==> src/rtl/srcx1_cfg_pkg.sv <==
// Shared definitions for the srcx1 configuration scheduler:
//   - FSM state encoding (matches the o_state output encoding)
//   - shadow-bank register addresses
//   - playlist entry word field positions
//   - frames-to-repeat-count helper
package srcx1_cfg_pkg;

  typedef enum logic [1:0] {
    ST_IDLE  = 2'd0,
    ST_ARMED = 2'd1,
    ST_RUN   = 2'd2
  } state_t;

  localparam logic [3:0] ADDR_IQSEL  = 4'd8;
  localparam logic [3:0] ADDR_CELLIQ = 4'd9;
  localparam logic [3:0] ADDR_DSTART = 4'd10;
  localparam logic [3:0] ADDR_DEND   = 4'd11;
  localparam logic [3:0] ADDR_NENT   = 4'd12;
  localparam logic [3:0] ADDR_ERRCLR = 4'd15;

  // Storage is always sized for the largest legal playlist so that the
  // 3-bit entry index addresses it without width juggling.
  localparam int MAX_ENT     = 8;
  localparam int ENT_W       = 12;
  localparam int ENT_VLD_LSB = 0;
  localparam int ENT_VLD_W   = 3;
  localparam int ENT_SEL_BIT = 3;
  localparam int ENT_FRM_LSB = 4;
  localparam int ENT_FRM_W   = 8;

  // A frames field of 0 behaves like 1; the repeat counter holds frames-1.
  function automatic logic [ENT_FRM_W-1:0] frames_to_rep(input logic [ENT_FRM_W-1:0] frames);
    return (frames == '0) ? '0 : frames - 1'b1;
  endfunction

endpackage

==> src/rtl/srcx1_frame_wdog.sv <==
// Frame-head spacing watchdog.
//   clk, asy_rst_n : clock, asynchronous active-low reset
//   i_framn_hd     : frame head pulse
//   i_clr          : clears the sticky error and re-arms on the next head
//   o_hd_err       : sticky error, set by a head at the wrong distance or by
//                    FRAME_CYC cycles passing without a head
module srcx1_frame_wdog #(
  parameter int FRAME_CYC = 4915200
) (
  input  logic clk,
  input  logic asy_rst_n,
  input  logic i_framn_hd,
  input  logic i_clr,
  output logic o_hd_err
);

  localparam int CW = $clog2(FRAME_CYC + 1);
  localparam logic [CW-1:0] LAST = CW'(FRAME_CYC - 1);
  localparam logic [CW-1:0] SAT  = CW'(FRAME_CYC);

  logic [CW-1:0] cnt;
  logic          armed;

  // cnt is 0 in the cycle after a head, so the next well-spaced head sees LAST.
  always_ff @(posedge clk or negedge asy_rst_n) begin
    if (!asy_rst_n) begin
      cnt      <= '0;
      armed    <= 1'b0;
      o_hd_err <= 1'b0;
    end else if (i_clr) begin
      cnt      <= '0;
      armed    <= i_framn_hd;
      o_hd_err <= 1'b0;
    end else if (i_framn_hd) begin
      cnt   <= '0;
      armed <= 1'b1;
      if (armed && cnt != LAST) o_hd_err <= 1'b1;
    end else begin
      if (cnt != SAT) cnt <= cnt + 1'b1;
      // Counter is about to reach FRAME_CYC with no head seen.
      if (armed && cnt == LAST) o_hd_err <= 1'b1;
    end
  end

endmodule

==> src/rtl/srcx1_cfg_sched_60m.sv <==
// Frame-synchronous configuration scheduler for the 60M srcx1 interface.
// A CPU-written shadow bank is copied to the live active bank only at a
// frame head following a commit request; a short playlist of test modes is
// stepped through, each entry held for a programmed number of frames.
//   i_cfg_wr/addr/wdata : shadow-bank writes
//   i_commit/o_commit_ack: copy request / one-cycle acknowledge
//   i_run, i_framn_hd    : playlist enable and frame head
//   o_test_sel/o_test_vld: current test mode (0 outside RUN)
//   o_cell_*, o_data_*   : active-bank static configuration
//   o_state, o_entry_idx, o_frame_cnt: status
//   o_hd_err             : sticky frame-spacing error (cleared by addr 15)
module srcx1_cfg_sched_60m
  import srcx1_cfg_pkg::*;
#(
  parameter int NUM_ENT   = 4,
  parameter int FRAME_CYC = 4915200,
  parameter int FCNT_W    = 16
) (
  input  logic              clk,
  input  logic              asy_rst_n,
  input  logic              i_framn_hd,
  input  logic              i_run,
  input  logic              i_cfg_wr,
  input  logic [3:0]        i_cfg_addr,
  input  logic [31:0]       i_cfg_wdata,
  input  logic              i_commit,
  output logic              o_commit_ack,
  output logic              o_test_sel,
  output logic [2:0]        o_test_vld,
  output logic [31:0]       o_cell_iqselcfg,
  output logic [31:0]       o_cell_iq,
  output logic [31:0]       o_data_start,
  output logic [31:0]       o_data_end,
  output logic [1:0]        o_state,
  output logic [2:0]        o_entry_idx,
  output logic [FCNT_W-1:0] o_frame_cnt,
  output logic              o_hd_err
);

  localparam logic [3:0] NUM_ENT_L = 4'(NUM_ENT);

  function automatic logic [3:0] nent_eff(input logic [3:0] raw);
    if (raw == 4'd0)           return 4'd1;
    else if (raw > NUM_ENT_L)  return NUM_ENT_L;
    else                       return raw;
  endfunction

  logic [ENT_W-1:0] sh_ent [MAX_ENT];
  logic [ENT_W-1:0] ac_ent [MAX_ENT];
  logic [31:0] sh_iqsel, sh_celliq, sh_dstart, sh_dend;
  logic [31:0] ac_iqsel, ac_celliq, ac_dstart, ac_dend;
  logic [3:0]  sh_nent, ac_nent;

  logic pending, apply, ack;

  state_t                 state, nxt_state;
  logic [2:0]             idx, nxt_idx, adv_idx;
  logic [ENT_FRM_W-1:0]   rep, nxt_rep;
  logic [FCNT_W-1:0]      fcnt, nxt_fcnt;
  logic [2:0]             tvld, nxt_tvld;
  logic                   tsel, nxt_tsel;
  logic [ENT_W-1:0]       ent0_new, nxt_ent;

  // A commit applies only at a head where the request was already pending.
  assign apply = i_framn_hd & pending;

  // Shadow bank: CPU writes land here unconditionally.
  always_ff @(posedge clk or negedge asy_rst_n) begin
    if (!asy_rst_n) begin
      for (int i = 0; i < MAX_ENT; i++) sh_ent[i] <= '0;
      sh_iqsel  <= '0;
      sh_celliq <= '0;
      sh_dstart <= '0;
      sh_dend   <= '0;
      sh_nent   <= '0;
    end else if (i_cfg_wr) begin
      if (i_cfg_addr < NUM_ENT_L) sh_ent[i_cfg_addr[2:0]] <= i_cfg_wdata[ENT_W-1:0];
      case (i_cfg_addr)
        ADDR_IQSEL:  sh_iqsel  <= i_cfg_wdata;
        ADDR_CELLIQ: sh_celliq <= i_cfg_wdata;
        ADDR_DSTART: sh_dstart <= i_cfg_wdata;
        ADDR_DEND:   sh_dend   <= i_cfg_wdata;
        ADDR_NENT:   sh_nent   <= i_cfg_wdata[3:0];
        default: ;
      endcase
    end
  end

  // Active bank and commit handshake. The copy reads the pre-write shadow
  // when a write coincides with the applying head.
  always_ff @(posedge clk or negedge asy_rst_n) begin
    if (!asy_rst_n) begin
      for (int i = 0; i < MAX_ENT; i++) ac_ent[i] <= '0;
      ac_iqsel  <= '0;
      ac_celliq <= '0;
      ac_dstart <= '0;
      ac_dend   <= '0;
      ac_nent   <= '0;
      pending   <= 1'b0;
      ack       <= 1'b0;
    end else begin
      ack <= apply;
      if (apply) begin
        ac_ent    <= sh_ent;
        ac_iqsel  <= sh_iqsel;
        ac_celliq <= sh_celliq;
        ac_dstart <= sh_dstart;
        ac_dend   <= sh_dend;
        ac_nent   <= sh_nent;
        // A commit arriving with the applying head waits for the next head.
        pending   <= i_commit;
      end else if (i_commit) begin
        pending <= 1'b1;
      end
    end
  end

  // FSM state register (with playlist position and registered test outputs).
  always_ff @(posedge clk or negedge asy_rst_n) begin
    if (!asy_rst_n) begin
      state <= ST_IDLE;
      idx   <= '0;
      rep   <= '0;
      fcnt  <= '0;
      tvld  <= '0;
      tsel  <= 1'b0;
    end else begin
      state <= nxt_state;
      idx   <= nxt_idx;
      rep   <= nxt_rep;
      fcnt  <= nxt_fcnt;
      tvld  <= nxt_tvld;
      tsel  <= nxt_tsel;
    end
  end

  // FSM next-state logic.
  always_comb begin
    nxt_state = state;
    nxt_idx   = idx;
    nxt_rep   = rep;
    nxt_fcnt  = fcnt;
    ent0_new  = apply ? sh_ent[0] : ac_ent[0];
    adv_idx   = (({1'b0, idx} + 4'd1) == nent_eff(ac_nent)) ? 3'd0 : idx + 3'd1;

    // Commit priority: restart the playlist from entry 0 of the new bank.
    if (apply) begin
      nxt_idx = '0;
      nxt_rep = frames_to_rep(ent0_new[ENT_FRM_LSB +: ENT_FRM_W]);
    end

    case (state)
      ST_IDLE: begin
        if (i_run) nxt_state = ST_ARMED;
      end
      ST_ARMED: begin
        if (!i_run) begin
          nxt_state = ST_IDLE;
        end else if (i_framn_hd) begin
          nxt_state = ST_RUN;
          nxt_idx   = '0;
          nxt_rep   = frames_to_rep(ent0_new[ENT_FRM_LSB +: ENT_FRM_W]);
          nxt_fcnt  = fcnt + 1'b1;
        end
      end
      ST_RUN: begin
        if (i_framn_hd) begin
          nxt_fcnt = fcnt + 1'b1;
          if (!apply) begin
            if (rep == '0) begin
              nxt_idx = adv_idx;
              nxt_rep = frames_to_rep(ac_ent[adv_idx][ENT_FRM_LSB +: ENT_FRM_W]);
            end else begin
              nxt_rep = rep - 1'b1;
            end
          end
          if (!i_run) nxt_state = ST_IDLE;
        end
      end
      default: nxt_state = ST_IDLE;
    endcase

    // Test mode is resampled only at heads, so it never changes mid-frame.
    nxt_ent  = apply ? sh_ent[nxt_idx] : ac_ent[nxt_idx];
    nxt_tvld = tvld;
    nxt_tsel = tsel;
    if (i_framn_hd) begin
      if (nxt_state == ST_RUN) begin
        nxt_tvld = nxt_ent[ENT_VLD_LSB +: ENT_VLD_W];
        nxt_tsel = nxt_ent[ENT_SEL_BIT];
      end else begin
        nxt_tvld = '0;
        nxt_tsel = 1'b0;
      end
    end
  end

  // FSM outputs.
  always_comb begin
    o_state         = state;
    o_entry_idx     = idx;
    o_frame_cnt     = fcnt;
    o_test_vld      = tvld;
    o_test_sel      = tsel;
    o_commit_ack    = ack;
    o_cell_iqselcfg = ac_iqsel;
    o_cell_iq       = ac_celliq;
    o_data_start    = ac_dstart;
    o_data_end      = ac_dend;
  end

  srcx1_frame_wdog #(
    .FRAME_CYC (FRAME_CYC)
  ) u_wdog (
    .clk        (clk),
    .asy_rst_n  (asy_rst_n),
    .i_framn_hd (i_framn_hd),
    .i_clr      (i_cfg_wr && (i_cfg_addr == ADDR_ERRCLR)),
    .o_hd_err   (o_hd_err)
  );

endmodule

==> config.mk <==
export PLATFORM = sky130hd
export DESIGN_NAME = srcx1_cfg_sched_60m
export DESIGN_NICKNAME = d
export VERILOG_FILES = /design/src/rtl/srcx1_cfg_pkg.sv /design/src/rtl/srcx1_frame_wdog.sv /design/src/rtl/srcx1_cfg_sched_60m.sv
export SDC_FILE = /design/constraint.sdc
export NUM_CORES = 1
export LEC_CHECK = 0
export ABC_CLOCK_PERIOD_IN_PS = 5000
export BUFFER_PORTS_ARGS = -buffer_cell sky130_fd_sc_hd__clkbuf_2
export CAP_MARGIN = 20
export CORE_AREA = 10 10 253 255
export CTS_CLUSTER_DIAMETER = 120
export CTS_CLUSTER_SIZE = 24
export DETAILED_ROUTE_END_ITERATION = 7
export DIE_AREA = 0 0 263 265
export GPL_TIMING_DRIVEN = 0
export SYNTH_ARGS = -nofsm -noshare
export SYNTH_HDL_FRONTEND = slang
export SYNTH_HIERARCHICAL = 1
export SYNTH_SLANG_ARGS = --single-unit
==> constraint.sdc <==
create_clock -name clk -period 5 [get_ports clk]
set_input_delay 0.5 -clock clk [delete_from_list [all_inputs] [get_ports clk]]
set_output_delay 0.5 -clock clk [all_outputs]
set_load 0.005 [all_outputs]
==> metrics.txt <==
status completed; largest clock skew in the final design ~0.023 ns; type of element launching the critical path flip-flop; share of the yosys chip area belonging to registers 60.0%; Seq cells post-synth 516; start point of the critical path o_entry_idx[0]; average cell area after synthesis 10.4 um^2; die area 69,700 um^2; Final Power 9.86 mW; clk buf depth 3; source-to-sink clock delay at the later pin of the worst-skew pair 0.59 ns; start-to-end type of the worst setup path flip-flop to flip-flop; Avg WL per Cell 19.6 um; number of distinct library cell variants in the gate-level netlist after synthesis 74; number of nets produced by synthesis approximately 2,100; global placer's final weighted congestion 0.865; cell count after synthesis 2,061; slowest cell on the critical path dfrtp_1; endpoint arrival time on the critical path between 5 and 6 ns; initial core utilization 36.6%; total number of yosys warnings 6; # hold bufs at CTS 0; worst slew pin tran 1.04 ns; Final period util a little over nine tenths; total CTS buffers 25; total of max-cap violations 0; clock period minus final worst setup slack 4.78 ns; pwr dens around 410 nW/um^2; total area of multi-input combinational cells 7920 um^2; vias post-DR 15,500; average via count per standard cell around 5.1; share of synthesized registers carrying an async set or reset 100%; area occupied by registers approximately 13,000 um^2; antenna fix cells 0; pre-CTS setup slack -0.375 ns; endpoint required time on the critical path 5.47 ns; unrepaired setup endpoints after global routing no; # rows 89; H-tree depth reported by CTS 1; peak supply drop 0.287 mV; predominant post-synthesis flop cell dfrtp_1; final slew viol count 0; total half-perimeter wirelength after legalization and detailed placement 44,700 um; Max stage delay on crit path around 0.59 ns; final count of hold timing violations 0; overall overflow remaining after global route 0; most common library cell in the layout ignoring fill and taps nand2_1; final number of setup-violating endpoints 0; Floorplan Core Area 58,800 um^2; number of sinks on the clock net 516; input/output buffers 195; first-pass GRT wire length approximately 95,000 um; overall routed net length 60,000 um; chip height 265 um; Boundary Pins between 150 and 200; clock tree from TritonCTS yes; Filler Cell Count 5,765; dominant cells by area after synthesis dfrtp_1 60%, nand2_1 13%, mux2_2 10%; number of DRC violations after detailed-routing iteration 0 ~1,000; number of remaining DRC errors 0; all-layer global routing usage approximately 17%; Post-Syn Area 21,500 um^2; worst min-delay path class input pin to async pin; number of enable-type register cells in the synthesized netlist 0; share of the synthesized area in the top cell type 60.0%; Critical R2R Launch o_entry_idx[0]; final net count 2,341; cells traversed along the worst timing path ha_1, buf_2, and3_1, or3_1, o21ai_1, clkbuf_1, a211oi_1, a21oi_1, ha_1, inv_1, or4b_1, buf_2, a41oi_2, o21ai_1; Detailed Routing Iterations Pass 1 7; PnR worst setup slack 0.220 ns; root cell of the clock tree clkbuf_16; most used cells in the layout excluding fill and tap cells 717 x nand2_1, 516 x dfrtp_1, 196 x clkbuf_2; number of routed nets with antenna violations 0; clock-pin transition on the worst setup and hold timing paths 0.10 ns; upper clock frequency limit 0.209 GHz; maximum number of pins on one net before global-route repair 117; antenna violations before repair 5; crit path max fanout 10; Die X ~260 um; vias in the first global route 16,000; top cell type by total area after synthesis dfrtp_1; type of element capturing the critical path flip-flop; static leakage 11.8 nW; Area Growth Syn to Fin 12.6%; Max-slew headroom 30.0%; fraction of layout instances using a drive strength above 1 19.5%
[critical path: cells and delay by family, from the launching register on]
kind,cells,cell delay (ns)
adders and majority gates,2,0.57
DFF,1,0.59
and+or+nand+nor,3,1.08
AOI/OAI and AO/OA,5,1.54
buffers and inverters,4,0.89
[path summary, 6_finish.rpt]
check                                      to  slack (ns)  depth (start not counted)
worst max-delay path                   rep[0]        0.22                         14
min in group clk                      pending        0.10                          2
worst min register to register     ac_ent[78]        0.46                          2
worst min-delay path               sh_ent[24]        0.01                          1
worst max register to register         rep[0]        0.22                         14
max in group asynchronous       o_cell_iq[15]        3.42                          3
[cell usage after synthesis (13+ instances only)]
cell type / number
o21ai_0: 48
nand2_1: 717
inv_1: 33
nor2_1: 64
xnor2_1: 25
or3_1: 13
mux2i_1: 28
clkbuf_1: 129
a31oi_1: 14
mux2_2: 192
nand3_1: 35
dfrtp_1: 516
ha_1: 13
a21oi_1: 37
nand4_1: 20
[cell families (layout without fill, tap and decap cells)]
logic type | after synthesis | in the layout | synth area share (%)
xor gates and xnor gates | 36 | 36 | 1.50
AOI/OAI and AO/OA | 181 | 181 | 5.64
and+or+nand+nor | 913 | 913 | 17.4
muxes | 221 | 221 | 11.5
DFF | 516 | 516 | 60.0
buffers and inverters | 181 | 407 | 3.22
adders and majority gates | 13 | 13 | 0.756
[stage by stage]
stage               setup TNS (ns)  hold WS, ns  cell area (um^2)  util [%]  std cells
floorplan                        0        0.204             21500         -       2061
global placement          -4205.05        0.439             23500      39.9       3029
detailed placement          -0.980        0.446             23600      40.1       3033
CTS                              0       0.0470             24200      41.2       3061
global route                     0       0.0766             24200      41.2       3060
finish                           0       0.0106             24200      41.2       3060
[cell type report]
cell class / instances / area share (%)
tap: 773 / 3.99
sequential: 516 / 53.3
clock buffer: 26 / 2.64
timing repair buffer: 199 / 4.52
buffer: 145 / 2.31
multi-input combinational: 1364 / 32.7
clock inverter: 2 / 0.0826
inverter: 35 / 0.542
[power by group]
part	internal [mW]	switching, mW	total [mW]
registers	4.90	0.505	5.40
logic	0.946	1.27	2.22
clock network	0.923	1.31	2.24
[sequential cells by signal, indices dropped and copies added (netlist names), 4 cells and up]
register         cells
ac_ent              96
ac_nent              4
o_cell_iq           32
o_cell_iqselcfg     32
o_data_end          32
o_data_start        32
o_frame_cnt         16
rep                  8
sh_celliq           32
sh_dend             32
sh_dstart           32
sh_ent              96
sh_iqsel            32
sh_nent              4
u_wdog/cnt          23
[metal layers]
layer,GRT usage [%],share of wire (%),vias up
met5,0,0.10,-
met4,3.79,2.1,10
li1,-,-,7237
met2,28.4,48,337
met1,21.7,44,7830
met3,4.03,6.3,75
[timing repair]
action                                  in CTS  in global routing
resized for setup                            0                  3
endpoints found under the setup margin       0                  5
hold endpoints to repair                     0                  0
setup buffers                                0                  0
(Power assumes the default switching activity.)
